### src/rtl/vp_joykey_event_queue.sv
// Merges N_PADS numeric-key bitmaps and queues net press/release changes as ordered events
// for the keymap, drained through a valid/ack handshake with an optional post-pop gap.
module vp_joykey_event_queue #(
    parameter int unsigned N_PADS     = 2,
    parameter int unsigned N_KEYS     = 10,
    parameter int unsigned FIFO_DEPTH = 8,
    parameter int unsigned GAP_CYCLES = 0,
    localparam int unsigned KW = $clog2(N_KEYS),
    localparam int unsigned AW = $clog2(FIFO_DEPTH)
) (
    input  logic                     clk_sys,
    input  logic                     reset,
    input  logic [N_PADS*N_KEYS-1:0] joy_keys_i,
    input  logic                     flush_i,
    output logic                     evt_valid_o,
    output logic [KW-1:0]            evt_key_o,
    output logic                     evt_rel_o,
    input  logic                     evt_ack_i,
    output logic [AW:0]              level_o,
    output logic                     pending_o
);

    localparam int unsigned GW = $clog2(GAP_CYCLES + 2);

    typedef struct packed {
        logic [KW-1:0] key;
        logic          rel;
    } evt_t;

    logic [N_PADS*N_KEYS-1:0] in_q;
    logic [N_KEYS-1:0]        keys_q, keys_d;
    logic [N_KEYS-1:0]        merged, delta;
    logic [AW-1:0]            wr_ptr_q, wr_ptr_d, rd_ptr_q, rd_ptr_d;
    logic [AW:0]              level_q, level_d;
    logic [GW-1:0]            gap_q, gap_d;
    evt_t                     mem_q [FIFO_DEPTH];
    evt_t                     mem_d [FIFO_DEPTH];
    evt_t                     head;
    logic [KW-1:0]            scan_key;
    logic                     scan_hit;
    logic                     full, empty, push, pop;

    always_comb begin
        merged = '0;
        for (int unsigned p = 0; p < N_PADS; p++) begin
            merged = merged | in_q[p*N_KEYS +: N_KEYS];
        end
    end

    assign delta = merged ^ keys_q;

    // Descending scan so the lowest changed key wins.
    always_comb begin
        scan_hit = 1'b0;
        scan_key = '0;
        for (int k = int'(N_KEYS) - 1; k >= 0; k--) begin
            if (delta[k]) begin
                scan_hit = 1'b1;
                scan_key = KW'(k);
            end
        end
    end

    // Full is judged on the registered level, so a same-cycle pop never frees a slot.
    assign full  = (level_q == (AW+1)'(FIFO_DEPTH));
    assign empty = (level_q == '0);
    assign evt_valid_o = !empty && (gap_q == '0);
    assign push  = scan_hit && !full && !flush_i;
    assign pop   = evt_ack_i && evt_valid_o && !flush_i;

    always_comb begin
        keys_d   = keys_q;
        wr_ptr_d = wr_ptr_q;
        rd_ptr_d = rd_ptr_q;
        level_d  = level_q;
        gap_d    = gap_q;
        mem_d    = mem_q;
        if (flush_i) begin
            keys_d   = '0;
            wr_ptr_d = '0;
            rd_ptr_d = '0;
            level_d  = '0;
            gap_d    = '0;
        end else begin
            if (push) begin
                mem_d[wr_ptr_q]  = '{key: scan_key, rel: ~merged[scan_key]};
                keys_d[scan_key] = merged[scan_key];
                wr_ptr_d         = wr_ptr_q + 1'b1;
            end
            if (pop) begin
                rd_ptr_d = rd_ptr_q + 1'b1;
                gap_d    = GW'(GAP_CYCLES);
            end else if (gap_q != '0) begin
                gap_d = gap_q - 1'b1;
            end
            if (push && !pop) begin
                level_d = level_q + 1'b1;
            end else if (pop && !push) begin
                level_d = level_q - 1'b1;
            end
        end
    end

    always_ff @(posedge clk_sys or posedge reset) begin
        if (reset) begin
            in_q     <= '0;
            keys_q   <= '0;
            wr_ptr_q <= '0;
            rd_ptr_q <= '0;
            level_q  <= '0;
            gap_q    <= '0;
            mem_q    <= '{default: '0};
        end else begin
            in_q     <= joy_keys_i;
            keys_q   <= keys_d;
            wr_ptr_q <= wr_ptr_d;
            rd_ptr_q <= rd_ptr_d;
            level_q  <= level_d;
            gap_q    <= gap_d;
            mem_q    <= mem_d;
        end
    end

    assign head      = mem_q[rd_ptr_q];
    assign evt_key_o = head.key;
    assign evt_rel_o = head.rel;
    assign level_o   = level_q;
    assign pending_o = |delta;

endmodule

### config.mk
export PLATFORM = sky130hd
export DESIGN_NAME = vp_joykey_event_queue
export DESIGN_NICKNAME = d
export VERILOG_FILES = /design/src/rtl/vp_joykey_event_queue.sv
export SDC_FILE = /design/constraint.sdc
export NUM_CORES = 1
export LEC_CHECK = 0
export BUFFER_PORTS_ARGS = -buffer_cell sky130_fd_sc_hd__buf_2
export CORE_MARGIN = 3
export CORE_UTILIZATION = 50
export DETAILED_ROUTE_END_ITERATION = 7
export GPL_ROUTABILITY_DRIVEN = 0
export GPL_TIMING_DRIVEN = 0
export HOLD_SLACK_MARGIN = 0.05
export MAX_ROUTING_LAYER = met4
export PLACE_DENSITY = 0.78
export SYNTH_ARGS = -nofsm -noshare
export SYNTH_HDL_FRONTEND = slang
export SYNTH_SLANG_ARGS = --single-unit
### constraint.sdc
create_clock -name clk_sys -period 3.6 [get_ports clk_sys]
set_input_delay 0.54 -clock clk_sys [delete_from_list [all_inputs] [get_ports clk_sys]]
set_output_delay 0.54 -clock clk_sys [all_outputs]
set_load 0.01 [all_outputs]
---- Word level (Yosys, flattened, before mapping) ----
Cells that the tools add are included.
word-level totals
  register bits after elaboration ......... 81
  latch bits .............................. 0
  memory bits (writable) .................. 0
  memory bits (read-only) ................. 0
  input bits .............................. 24
  output and inout port bits .............. 11
  logic and storage cells ................. 103
  memories ................................ 0
cells by class
  add/sub/neg operators ................... 5
  $mul .................................... 0
  div/mod/pow operators ................... 0
  $lt $le $gt $ge ......................... 5
  eq/ne operators ......................... 1
  shifts and indexed selects .............. 0
  multiplexer cells ....................... 43
  bitwise logic cells ..................... 7
  reduce and logical (&&, ||, !) cells .... 20
operators by type and width
  kind                                                         number
  2-to-1 mux 4 bit                                             13
  bitwise mux 40 bit                                           1
  2-to-1 mux 10 bit                                            2
  binary-select mux 5 bit (select 3 bit)                       1
  demux 5 bit (select 3 bit)                                   1
  2-to-1 mux 1 bit                                             15
  2-to-1 mux 5 bit                                             3
  2-to-1 mux 3 bit                                             4
  bitwise mux 10 bit                                           1
  bitwise OR 10 bit                                            1
  OR reduction 10 bit                                          1
  XOR 10 bit                                                   1
  logical AND 1 bit                                            9
  >= comparator 4 bit (second input constant)                  2
  NOT 3 -> 4 bit                                               2
  adder 3 x 1 -> 3 bit (second input constant)                 2
  zero test 1 bit                                              5
  less-than comparator 4 x 5 -> 1 bit (second input constant)  1
  adder 4 x 1 -> 4 bit (second input constant)                 1
  binary-select mux 1 bit (select 4 bit)                       1
  demux 1 bit (select 4 bit)                                   1
  equality test 4 bit (second input constant)                  1
  >= comparator 4 x 1 -> 1 bit (second input constant)         1
  zero test 4 bit                                              1
  other kinds (7)                                              10

---- Logic depth before layout (Yosys ltp) ----
Gate-level depths: netlist of run 1.
  depth in word-level cells ............... 19
  depth in mapped cells ................... 14
  mapped depth without buffers ............ 12

---- Least setup slack after synthesis of run 1 ----
No wires, ideal clock.
  kind .................................... register -> register
  start ................................... register in_q[17]
  end ..................................... register level_q[3], in the netlist level_o[3]
  library setup time ...................... 0.132 ns
  arrival time ............................ 2.899 ns
  data required time ...................... 3.468 ns
  setup slack ............................. 0.570 ns
  cell stages (with the launch flop) ...... 15
  buffers on the path ..................... 2
  path through ............................ dfrtp_1 > o21a_1 > o2bb2a_4 > buf_6 > and3_4 > a31o_4 > buf_4 > or3_1 > ha_1 > a21o_1 > a21oi_1 > and3_1 > mux2i_1 > xor2_1 > nor2_1
on the way
  longest elaborated chain between the ends .. 15
  elaborated cells between the ends (all ways) .. 18
  classes of those cells .................. 10 x mux; 2 x bitwise; 6 x reduce/logical
RTL lines
  what                                                    line    source
  start: declaration                                      30      logic [N_PADS*N_KEYS-1:0] in_q;
  start signal: assignment                                114     in_q <= joy_keys_i;
  bitwise OR 10 bit (*)                                   46      merged = merged | in_q[p*N_KEYS +: N_KEYS];
  XOR 10 bit (*)                                          50      assign delta = merged ^ keys_q;
  2-to-1 mux 1 bit (*) (8 in series)                      57      if (delta[k]) begin
  logical AND 1 bit (*) (2 in series)                     68      assign push = scan_hit && !full && !flush_i;
  logical AND 1 bit or zero test 1 bit (tied branches)    96, 98
  2-to-1 mux 4 bit or logical AND 1 bit (tied branches)   96, 98
  2-to-1 mux 4 bit or nonzero test 3 bit (tied branches)  n/a
  end signal: assignment                                  118     level_q <= level_d;
  end: declaration                                        34      logic [AW:0] level_q, level_d;
Mark *: on every way between the ends. The rest lies on a longest branch, timed or not.
A chain may end at the register's enable or synchronous reset.

---- Final worst setup path of run 1 ----
Ends and elaborated chain as after synthesis.

==> Implementation_results.wiki, run 1 <==
{| class="wikitable"
! Metric !! Value
|-
| Result of the run || finished clean
|-
| Post-route DRC violation count || 0
|-
| Fin. max-slew vios || 0
|-
| Detailed-route vias per instance || between 5 and 6
|-
| Complex-gate fraction of the synthesized area || 0.141
|-
| Post-synthesis share of cell area spent on xor and xnor gates || 0.0146
|-
| Placed cell area || 4520 µm²
|-
| Cell count after synthesis || 373
|-
| Crit start category || flip-flop
|-
| Die Width || 97.6 µm
|-
| Number of filler cells placed in the layout || between 600 and 700
|-
| Overall die height || 97.6 µm
|-
| Largest fanout on the critical path || 10
|-
| Synthesized-area fraction occupied by adder cells || 0.0167
|-
| Buffer type at the clock tree root || sky130_fd_sc_hd__clkbuf_8
|-
| Tightest slew margin relative to the limit || 0.406
|-
| Fraction of layout cells with a size suffix above 1 || 0.279
|-
| Number of antenna violations at the first check in global routing || 0
|-
| Tightest Hold Check Type || in -> async
|-
| GRT Overall Usage || 0.211
|-
| Netlist area before placement || ~4200 µm²
|-
| FMAX || just over 300 MHz
|-
| Combinational family with the most area after synthesis || simple AND/OR/NAND/NOR gates
|-
| Post-layout util || 0.591
|-
| Buffers from clock root to sink, at most || 2
|-
| Fraction of post-synthesis cell area in the top cell type by area || 0.477
|-
| Clock tree sinks || 80
|-
| Register Area || around 2000 µm²
|-
| Number of global-route vias before repair || ~3200
|-
| Core area || approximately 7900 µm²
|-
| Final critical delay including setup and external delays || ~3300 ps
|-
| Maximum number of pins on one net before global-route repair || 66
|-
| Power per Cell Area || roughly 570 nW/µm²
|-
| Sequential area share after synthesis || 0.477
|-
| Via total after detailed routing || ~3100
|-
| Worst EP required || 3830 ps
|-
| Post-route fraction of the period consumed by the critical path || 0.909
|-
| Clock Latency Late Sink || 360 ps
|-
| Final Instance Area || roughly 4700 µm²
|-
| First-iteration detailed-routing DRC count || between 200 and 250
|-
| Biggest area contributors in the synthesized netlist || sky130_fd_sc_hd__dfrtp_1 48%, sky130_fd_sc_hd__mux2_2 7.8%, sky130_fd_sc_hd__mux4_2 5.4%, sky130_fd_sc_hd__nor2_1 3.7%, sky130_fd_sc_hd__a21oi_1 2.1%
|-
| Quantity of hold-fixing buffers added after cts || 0
|-
| Warnings from Yosys || 0
|-
| Max-cap violations || 0
|-
| Setup repair after global routing missed its margin || false
|-
| EDFF count, synth || 0
|-
| Detail-routed net length per standard cell || 17.3 µm
|-
| # IOs || 35
|-
| Static Leakage || a little over 2 nW
|-
| First-pass GRT wire length || around 16000 µm
|-
| Cell types with the highest counts after synthesis || 80 x sky130_fd_sc_hd__dfrtp_1, 41 x sky130_fd_sc_hd__nor2_1, 29 x sky130_fd_sc_hd__mux2_2
|-
| Aggregate routed wire length || 9080 µm
|-
| Quantity of gates resized following cts || 0
|-
| Grt ovf || 0
|-
| Main flop type after synthesis || sky130_fd_sc_hd__dfrtp_1
|-
| Buffers inserted by post-CTS timing repair || 0
|-
| Share of synthesized registers carrying an async set or reset || 1.00
|-
| Area growth from synthesis to final layout || 11.7%
|-
| Number of buffers inserted during clock tree synthesis || 9
|-
| Worst Tran Pin Value || between 800 and 900 ps
|-
| I/O Buffers || 34
|-
| Post-detailed-route count of antenna-violating nets || 0
|-
| Post-synthesis simple-gate area fraction || 0.164
|-
| Sum of negative setup slack || 0 ps
|-
| FF+latch count, synth || 80
|-
| Cell row count || 32
|-
| Die Footprint || around 9500 µm²
|-
| IR Drop Worst-Case VDD || between 0.3 and 0.4 mV
|-
| Count of cell types in the netlist || 58
|-
| Syn_area_per_cell || ~11 µm²
|-
| First-pass iteration count of the detailed router || 4
|-
| Final nets || ~450
|-
| Synth area leader || sky130_fd_sc_hd__dfrtp_1
|-
| Detailed placement HPWL || 6450 µm
|-
| Initial Utilization || 0.529
|-
| Most numerous cell in the Yosys netlist || sky130_fd_sc_hd__dfrtp_1
|-
| Clock tree from TritonCTS || done
|-
| Number of H-tree levels || 3
|-
| Total inserted antenna cells || 0
|-
| Mux share of post-synthesis cell area || 0.157
|-
| Reg clk slew, reported paths || 80 ps
|-
| Crit path arrival time || 3500 ps
|-
| Final setup violation count || 0
|-
| Post-route clock skew || approximately 9.4 ps
|-
| Kind of critical path || reg -> reg
|-
| Multi-input gate area || between 2000 and 2500 µm²
|-
| Syn_nets || about 400
|-
| Nature of the critical path endpoint || flip-flop
|-
| Final hold violation count || 0
|}
[worst max-delay path, stage by stage (launching register included)]
cell and delay (ps):
sky130_fd_sc_hd__dfrtp_1 400, sky130_fd_sc_hd__o21a_1 230, sky130_fd_sc_hd__o2bb2a_4 220, sky130_fd_sc_hd__buf_6 130
sky130_fd_sc_hd__and3_4 200, sky130_fd_sc_hd__a31o_4 270, sky130_fd_sc_hd__buf_4 190, sky130_fd_sc_hd__or3_1 420
sky130_fd_sc_hd__ha_1 290, sky130_fd_sc_hd__a21o_1 170, sky130_fd_sc_hd__a21oi_1 180, sky130_fd_sc_hd__nor2_1 70
sky130_fd_sc_hd__mux2i_1 160, sky130_fd_sc_hd__xor2_1 170, sky130_fd_sc_hd__nor2_1 50
[state kept, by name, summed over array words and instances, names as in the netlist]
signal and count:
keys_q 10, level_o 4, wr_ptr_q 3, rd_ptr_q 3
in_q 20, mem_q 40
[placed cells by master, fill, tap and decap left out, types with 3 or more instances in the layout]
cell type                     n
sky130_fd_sc_hd__nand2_1     23
sky130_fd_sc_hd__nor2b_1      6
sky130_fd_sc_hd__or3_1        8
sky130_fd_sc_hd__clkinvlp_4   4
sky130_fd_sc_hd__mux2i_1      6
sky130_fd_sc_hd__and2_1       5
sky130_fd_sc_hd__clkbuf_1    11
sky130_fd_sc_hd__mux2_4       3
sky130_fd_sc_hd__and3_1       3
sky130_fd_sc_hd__nor3_1      14
sky130_fd_sc_hd__a31oi_1      6
sky130_fd_sc_hd__a211oi_1     6
sky130_fd_sc_hd__buf_2       39
sky130_fd_sc_hd__nor2_1      41
sky130_fd_sc_hd__o22ai_1      4
sky130_fd_sc_hd__or4_1        4
sky130_fd_sc_hd__clkbuf_8     9
sky130_fd_sc_hd__nand3_1      3
sky130_fd_sc_hd__nor4b_4      3
sky130_fd_sc_hd__nand2b_1     4
sky130_fd_sc_hd__mux2_2      29
sky130_fd_sc_hd__a2bb2oi_1    3
sky130_fd_sc_hd__ha_1         4
sky130_fd_sc_hd__a21oi_1     18
sky130_fd_sc_hd__o22a_1       3
sky130_fd_sc_hd__or2_2        6
sky130_fd_sc_hd__mux4_2      10
sky130_fd_sc_hd__o21a_1       6
sky130_fd_sc_hd__inv_1        6
sky130_fd_sc_hd__dfrtp_1     80
sky130_fd_sc_hd__o21ai_0     12
sky130_fd_sc_hd__xor2_1       3
sky130_fd_sc_hd__xnor2_1      4
[path summary, 6_finish.rpt]
kind                                             from                endpoint  slack, ps  depth (start not counted)
worst max-delay path               in_q[17]$_DFF_PP0_  level_o[3]$_DFFE_PP0P_        330                         14
worst min-delay path                            reset   mem_q[19]$_DFFE_PP0P_        100                          2
worst max register to register     in_q[17]$_DFF_PP0_  level_o[3]$_DFFE_PP0P_        330                         14
worst min register to register  mem_q[37]$_DFFE_PP0P_   mem_q[37]$_DFFE_PP0P_        490                          2
max in group asynchronous                       reset      in_q[10]$_DFF_PP0_       2920                          3
min in group clk_sys                    joy_keys_i[5]       in_q[5]$_DFF_PP0_        280                          1
[per-stage QoR]
stage	setup WS (ps)	hold slack, ps	power (mW)	instances
after CTS	321	105	2.69	525
after detailed placement	342	471	2.12	510
after global routing	83.4	105	2.87	525
after floorplan	570	444	1.89	373
after global placement	170	457	2.08	509
final	327	101	2.68	525
[final cells by class]
class / count / area share
Buffer: 20 / 0.0214
Clock buffer: 10 / 0.0272
Clock inverter: 5 / 0.00747
Inverter: 7 / 0.00614
Multi-Input combinational cell: 266 / 0.441
Sequential cell: 80 / 0.427
Tap cell: 102 / 0.0272
Timing Repair Buffer: 35 / 0.0422
[cell families (layout without fill, tap and decap cells)]
family,count (synthesis),count (layout)
multiplexers,48,48
AND/OR/NAND/NOR,127,127
AO/OA/AOI/OAI,79,79
XOR/XNOR,7,7
flip-flops,80,80
buffers and inverters,27,77
adder cells (fa/ha/maj),5,5
[per-layer routing]
metal  vias to the layer above  share of wire  global-route usage
met5                         -              0                   -
met4                         0          0.013              0.0607
met3                        12          0.050              0.0510
met2                        70           0.48               0.332
met1                      1548           0.45               0.274
li1                       1456              -                   -
[report_power, final]
part	total, mW	leakage [nW]	internal [mW]	switching (mW)
clock	0.570	0.0704	0.245	0.325
combinational	0.917	0.966	0.450	0.467
sequential	1.19	1.03	1.07	0.124
total	2.68	2.07	1.76	0.917
Note: power is estimated with default switching activity, not from simulation.
==> run 2: changes to the inputs <==
--- a/config.mk
+++ b/config.mk
@@ -7,13 +7,14 @@
 export LEC_CHECK = 0
 export BUFFER_PORTS_ARGS = -buffer_cell sky130_fd_sc_hd__buf_2
 export CORE_MARGIN = 3
-export CORE_UTILIZATION = 50
+export CORE_UTILIZATION = 35
 export DETAILED_ROUTE_END_ITERATION = 7
 export GPL_ROUTABILITY_DRIVEN = 0
-export GPL_TIMING_DRIVEN = 0
+export GPL_TIMING_DRIVEN = 1
 export HOLD_SLACK_MARGIN = 0.05
 export MAX_ROUTING_LAYER = met4
-export PLACE_DENSITY = 0.78
+export PLACE_DENSITY = 0.6
+export SETUP_SLACK_MARGIN = 0.02
 export SYNTH_ARGS = -nofsm -noshare
 export SYNTH_HDL_FRONTEND = slang
 export SYNTH_SLANG_ARGS = --single-unit
==> run 2 against run 1 <==
Effect of this change: combinational power is 7.2% lower; critical path type unchanged; count of clock-buffer cells in the layout is 4 higher; maximum frequency is 6.5% higher; sequential share of layout area is 1.0 points lower; critical endpoint unchanged; largest power group unchanged; critical path depth is 2 lower.
==> Implementation_results.wiki, run 2 (synthesis gave the netlist of run 1 again) <==
{| class="wikitable"
! Metric !! Value
|-
| Number of antenna violations at the first check in global routing || 0 (unchanged)
|-
| Worst Tran Pin Value || 919 ps (was 891 ps)
|-
| Worst EP required || 3800 ps (was 3830 ps)
|-
| IR Drop Worst-Case VDD || 0.264 mV (was 0.398 mV)
|-
| Post-route clock skew || 9.66 ps (was 9.38 ps)
|-
| First-pass GRT wire length || 15100 µm (was 15600 µm)
|-
| Post-detailed-route count of antenna-violating nets || 0 (unchanged)
|-
| Worst slack, placed || 539 ps (was 342 ps)
|-
| Number of buffers inserted during clock tree synthesis || 9 (unchanged)
|-
| Final critical-path setup slack || 526 ps (was 327 ps)
|-
| Number of filler cells placed in the layout || 1060 (was 672)
|-
| I/O Buffers || 34 (unchanged)
|-
| Static Leakage || 2.12 nW (was 2.07 nW)
|-
| Crit path arrival time || 3270 ps (was 3500 ps)
|-
| Quantity of gates resized following cts || 0 (unchanged)
|-
| Worst reg2reg path depth || 12 (was 14)
|-
| Fraction of layout cells with a size suffix above 1 || 0.282 (was 0.279)
|-
| Tightest Hold Check Type || in -> reg (was in -> async)
|-
| # IOs || 35 (unchanged)
|-
| Power per Cell Area || 633 nW/µm² (was 571 nW/µm²)
|-
| Kind of critical path || reg -> reg (unchanged)
|-
| Tightest slew margin relative to the limit || 0.386 (was 0.406)
|-
| Sum of negative setup slack || 0 ps (unchanged)
|-
| Number of global-route vias before repair || 2957 (was 3177)
|-
| Total inserted antenna cells || 0 (unchanged)
|-
| Nature of the critical path endpoint || flip-flop (unchanged)
|-
| Quantity of hold-fixing buffers added after cts || 0 (unchanged)
|-
| GRT Overall Usage || 0.150 (was 0.211)
|-
| Most frequent standard cell in the layout excluding fill and tap cells || sky130_fd_sc_hd__dfrtp_1 (unchanged)
|-
| Flip-flop count of the largest register, all copies and words added || 40 (unchanged)
|-
| Detailed-route vias per instance || 5.50 (was 5.88)
|-
| Buffers inserted by post-CTS timing repair || 0 (unchanged)
|-
| Initial Utilization || 0.363 (was 0.529)
|-
| Fin. max-slew vios || 0 (unchanged)
|-
| Maximum number of pins on one net before global-route repair || 54 (was 66)
|-
| Area growth from synthesis to final layout || 14.5% (was 11.7%)
|-
| Largest register by flop count || mem_q (unchanged)
|-
| Detail-routed net length per standard cell || 16.6 µm (was 17.3 µm)
|-
| Reg clk slew, reported paths || 60 ps (was 80 ps)
|-
| Number of H-tree levels || 3 (unchanged)
|-
| Final setup violation count || 0 (unchanged)
|-
| Grt ovf || 0 (unchanged)
|-
| Clock Latency Late Sink || 330 ps (was 360 ps)
|-
| Aggregate routed wire length || 9170 µm (was 9080 µm)
|-
| Overall die height || 116 µm (was 97.6 µm)
|-
| Result of the run || finished clean (unchanged)
|-
| Registers with the highest flip-flop counts || mem_q (40), in_q (20), keys_q (10) (unchanged)
|-
| Largest fanout on the critical path || 16 (was 10)
|-
| Setup repair after global routing missed its margin || false (unchanged)
|-
| Clock tree sinks || 80 (unchanged)
|-
| Core area || 11600 µm² (was 7930 µm²)
|-
| Die Width || 116 µm (was 97.6 µm)
|-
| Final hold violation count || 0 (unchanged)
|-
| Final nets || 432 (was 448)
|-
| First-iteration detailed-routing DRC count || 218 (was 235)
|-
| Final critical delay including setup and external delays || 3070 ps (was 3270 ps)
|-
| Post-route DRC violation count || 0 (unchanged)
|-
| Max-cap violations || 0 (unchanged)
|-
| Most used cells in the layout excluding fill and tap cells || 80 x sky130_fd_sc_hd__dfrtp_1, 41 x sky130_fd_sc_hd__nor2_1, 34 x sky130_fd_sc_hd__buf_2 (was 80 x sky130_fd_sc_hd__dfrtp_1, 41 x sky130_fd_sc_hd__nor2_1, 39 x sky130_fd_sc_hd__buf_2)
|-
| Clock tree from TritonCTS || done (unchanged)
|-
| Post-route fraction of the period consumed by the critical path || 0.854 (was 0.909)
|-
| Die Footprint || 13300 µm² (was 9530 µm²)
|-
| Buffer type at the clock tree root || sky130_fd_sc_hd__clkbuf_16 (was sky130_fd_sc_hd__clkbuf_8)
|-
| Detailed placement HPWL || 6410 µm (was 6450 µm)
|-
| Crit start category || flip-flop (unchanged)
|-
| Buffers from clock root to sink, at most || 2 (unchanged)
|-
| First-pass iteration count of the detailed router || 5 (was 4)
|-
| Cell row count || 39 (was 32)
|-
| Cell depth of the worst hold path || 1
|-
| Worst-case register-to-register setup slack || 530 ps (was 330 ps)
|-
| FMAX || 325 MHz (was 306 MHz)
|-
| Via total after detailed routing || 3031 (was 3086)
|}
run 2: changes by cell type in the layout (fill, tap and decap cells not counted), sizes merged:
cell | previous run | this run
clkinv | 1 | 2
clkbuf | 20 | 14
buf | 45 | 39
bufinv | 0 | 1
clkinvlp | 4 | 0
inv | 7 | 6
run 2: area by class of cell:
type | instances | area [µm²] | area share
Inverter | 7 | 27.5 | 0.00573
Clock inverter | 2 | 35.0 | 0.00729
Timing Repair Buffer | 39 | 208 | 0.0432
Tap cell | 143 | 179 | 0.0372
Sequential cell | 80 | 2000 | 0.417
Multi-Input combinational cell | 266 | 2070 | 0.431
Clock buffer | 14 | 284 | 0.0591
run 2: critical path, stage by stage, from the launching register on:
cell	delay [ps]
sky130_fd_sc_hd__dfrtp_1	390
sky130_fd_sc_hd__o21a_1	210
sky130_fd_sc_hd__o22a_1	270
sky130_fd_sc_hd__and3_4	220
sky130_fd_sc_hd__a31o_4	330
sky130_fd_sc_hd__or3_1	430
sky130_fd_sc_hd__ha_1	300
sky130_fd_sc_hd__a21o_1	180
sky130_fd_sc_hd__a21oi_1	170
sky130_fd_sc_hd__nor2_1	70
sky130_fd_sc_hd__mux2i_1	160
sky130_fd_sc_hd__xor2_1	160
sky130_fd_sc_hd__nor2_1	50
run 2: worst paths after layout:
kind	endpoint	startpoint
min in group asynchronous	mem_q[35]$_DFFE_PP0P_	reset
worst max register to register	level_o[3]$_DFFE_PP0P_	in_q[14]$_DFF_PP0_
worst min-delay path	in_q[5]$_DFF_PP0_	joy_keys_i[5]
max in group asynchronous	mem_q[31]$_DFFE_PP0P_	reset
worst min register to register	mem_q[27]$_DFFE_PP0P_	mem_q[27]$_DFFE_PP0P_
worst max-delay path	level_o[3]$_DFFE_PP0P_	in_q[14]$_DFF_PP0_
run 2: per-layer routing:
layer  global-route usage  vias up  routed length, µm
met5                    -        -                  0
met4               0.0556        0                189
met3               0.0303       18                504
met2                0.213       85               4050
met1                0.212     1501               4430
li1                     -     1427                  -
run 2: power by group:
| group | internal [mW] | switching (mW) | leakage (nW) |
|---|---|---|---|
| registers | 1.07 | 0.170 | 1.03 |
| clock network | 0.612 | 0.340 | 0.159 |
| logic | 0.434 | 0.417 | 0.931 |
run 2: metrics by stage:
| stage | utilization | instances | hold WS, ps | power (mW) | cell area (µm²) |
|---|---|---|---|---|---|
| after floorplan | - | 373 | 444 | 1.89 | 4200 |
| after global placement | 0.388 | 535 | 458 | 2.08 | 4480 |
| after detailed placement | 0.388 | 535 | 467 | 2.11 | 4480 |
| after CTS | 0.415 | 551 | 298 | 3.08 | 4800 |
| after global routing | 0.415 | 551 | 302 | 3.23 | 4800 |
| final | 0.415 | 551 | 309 | 3.04 | 4800 |
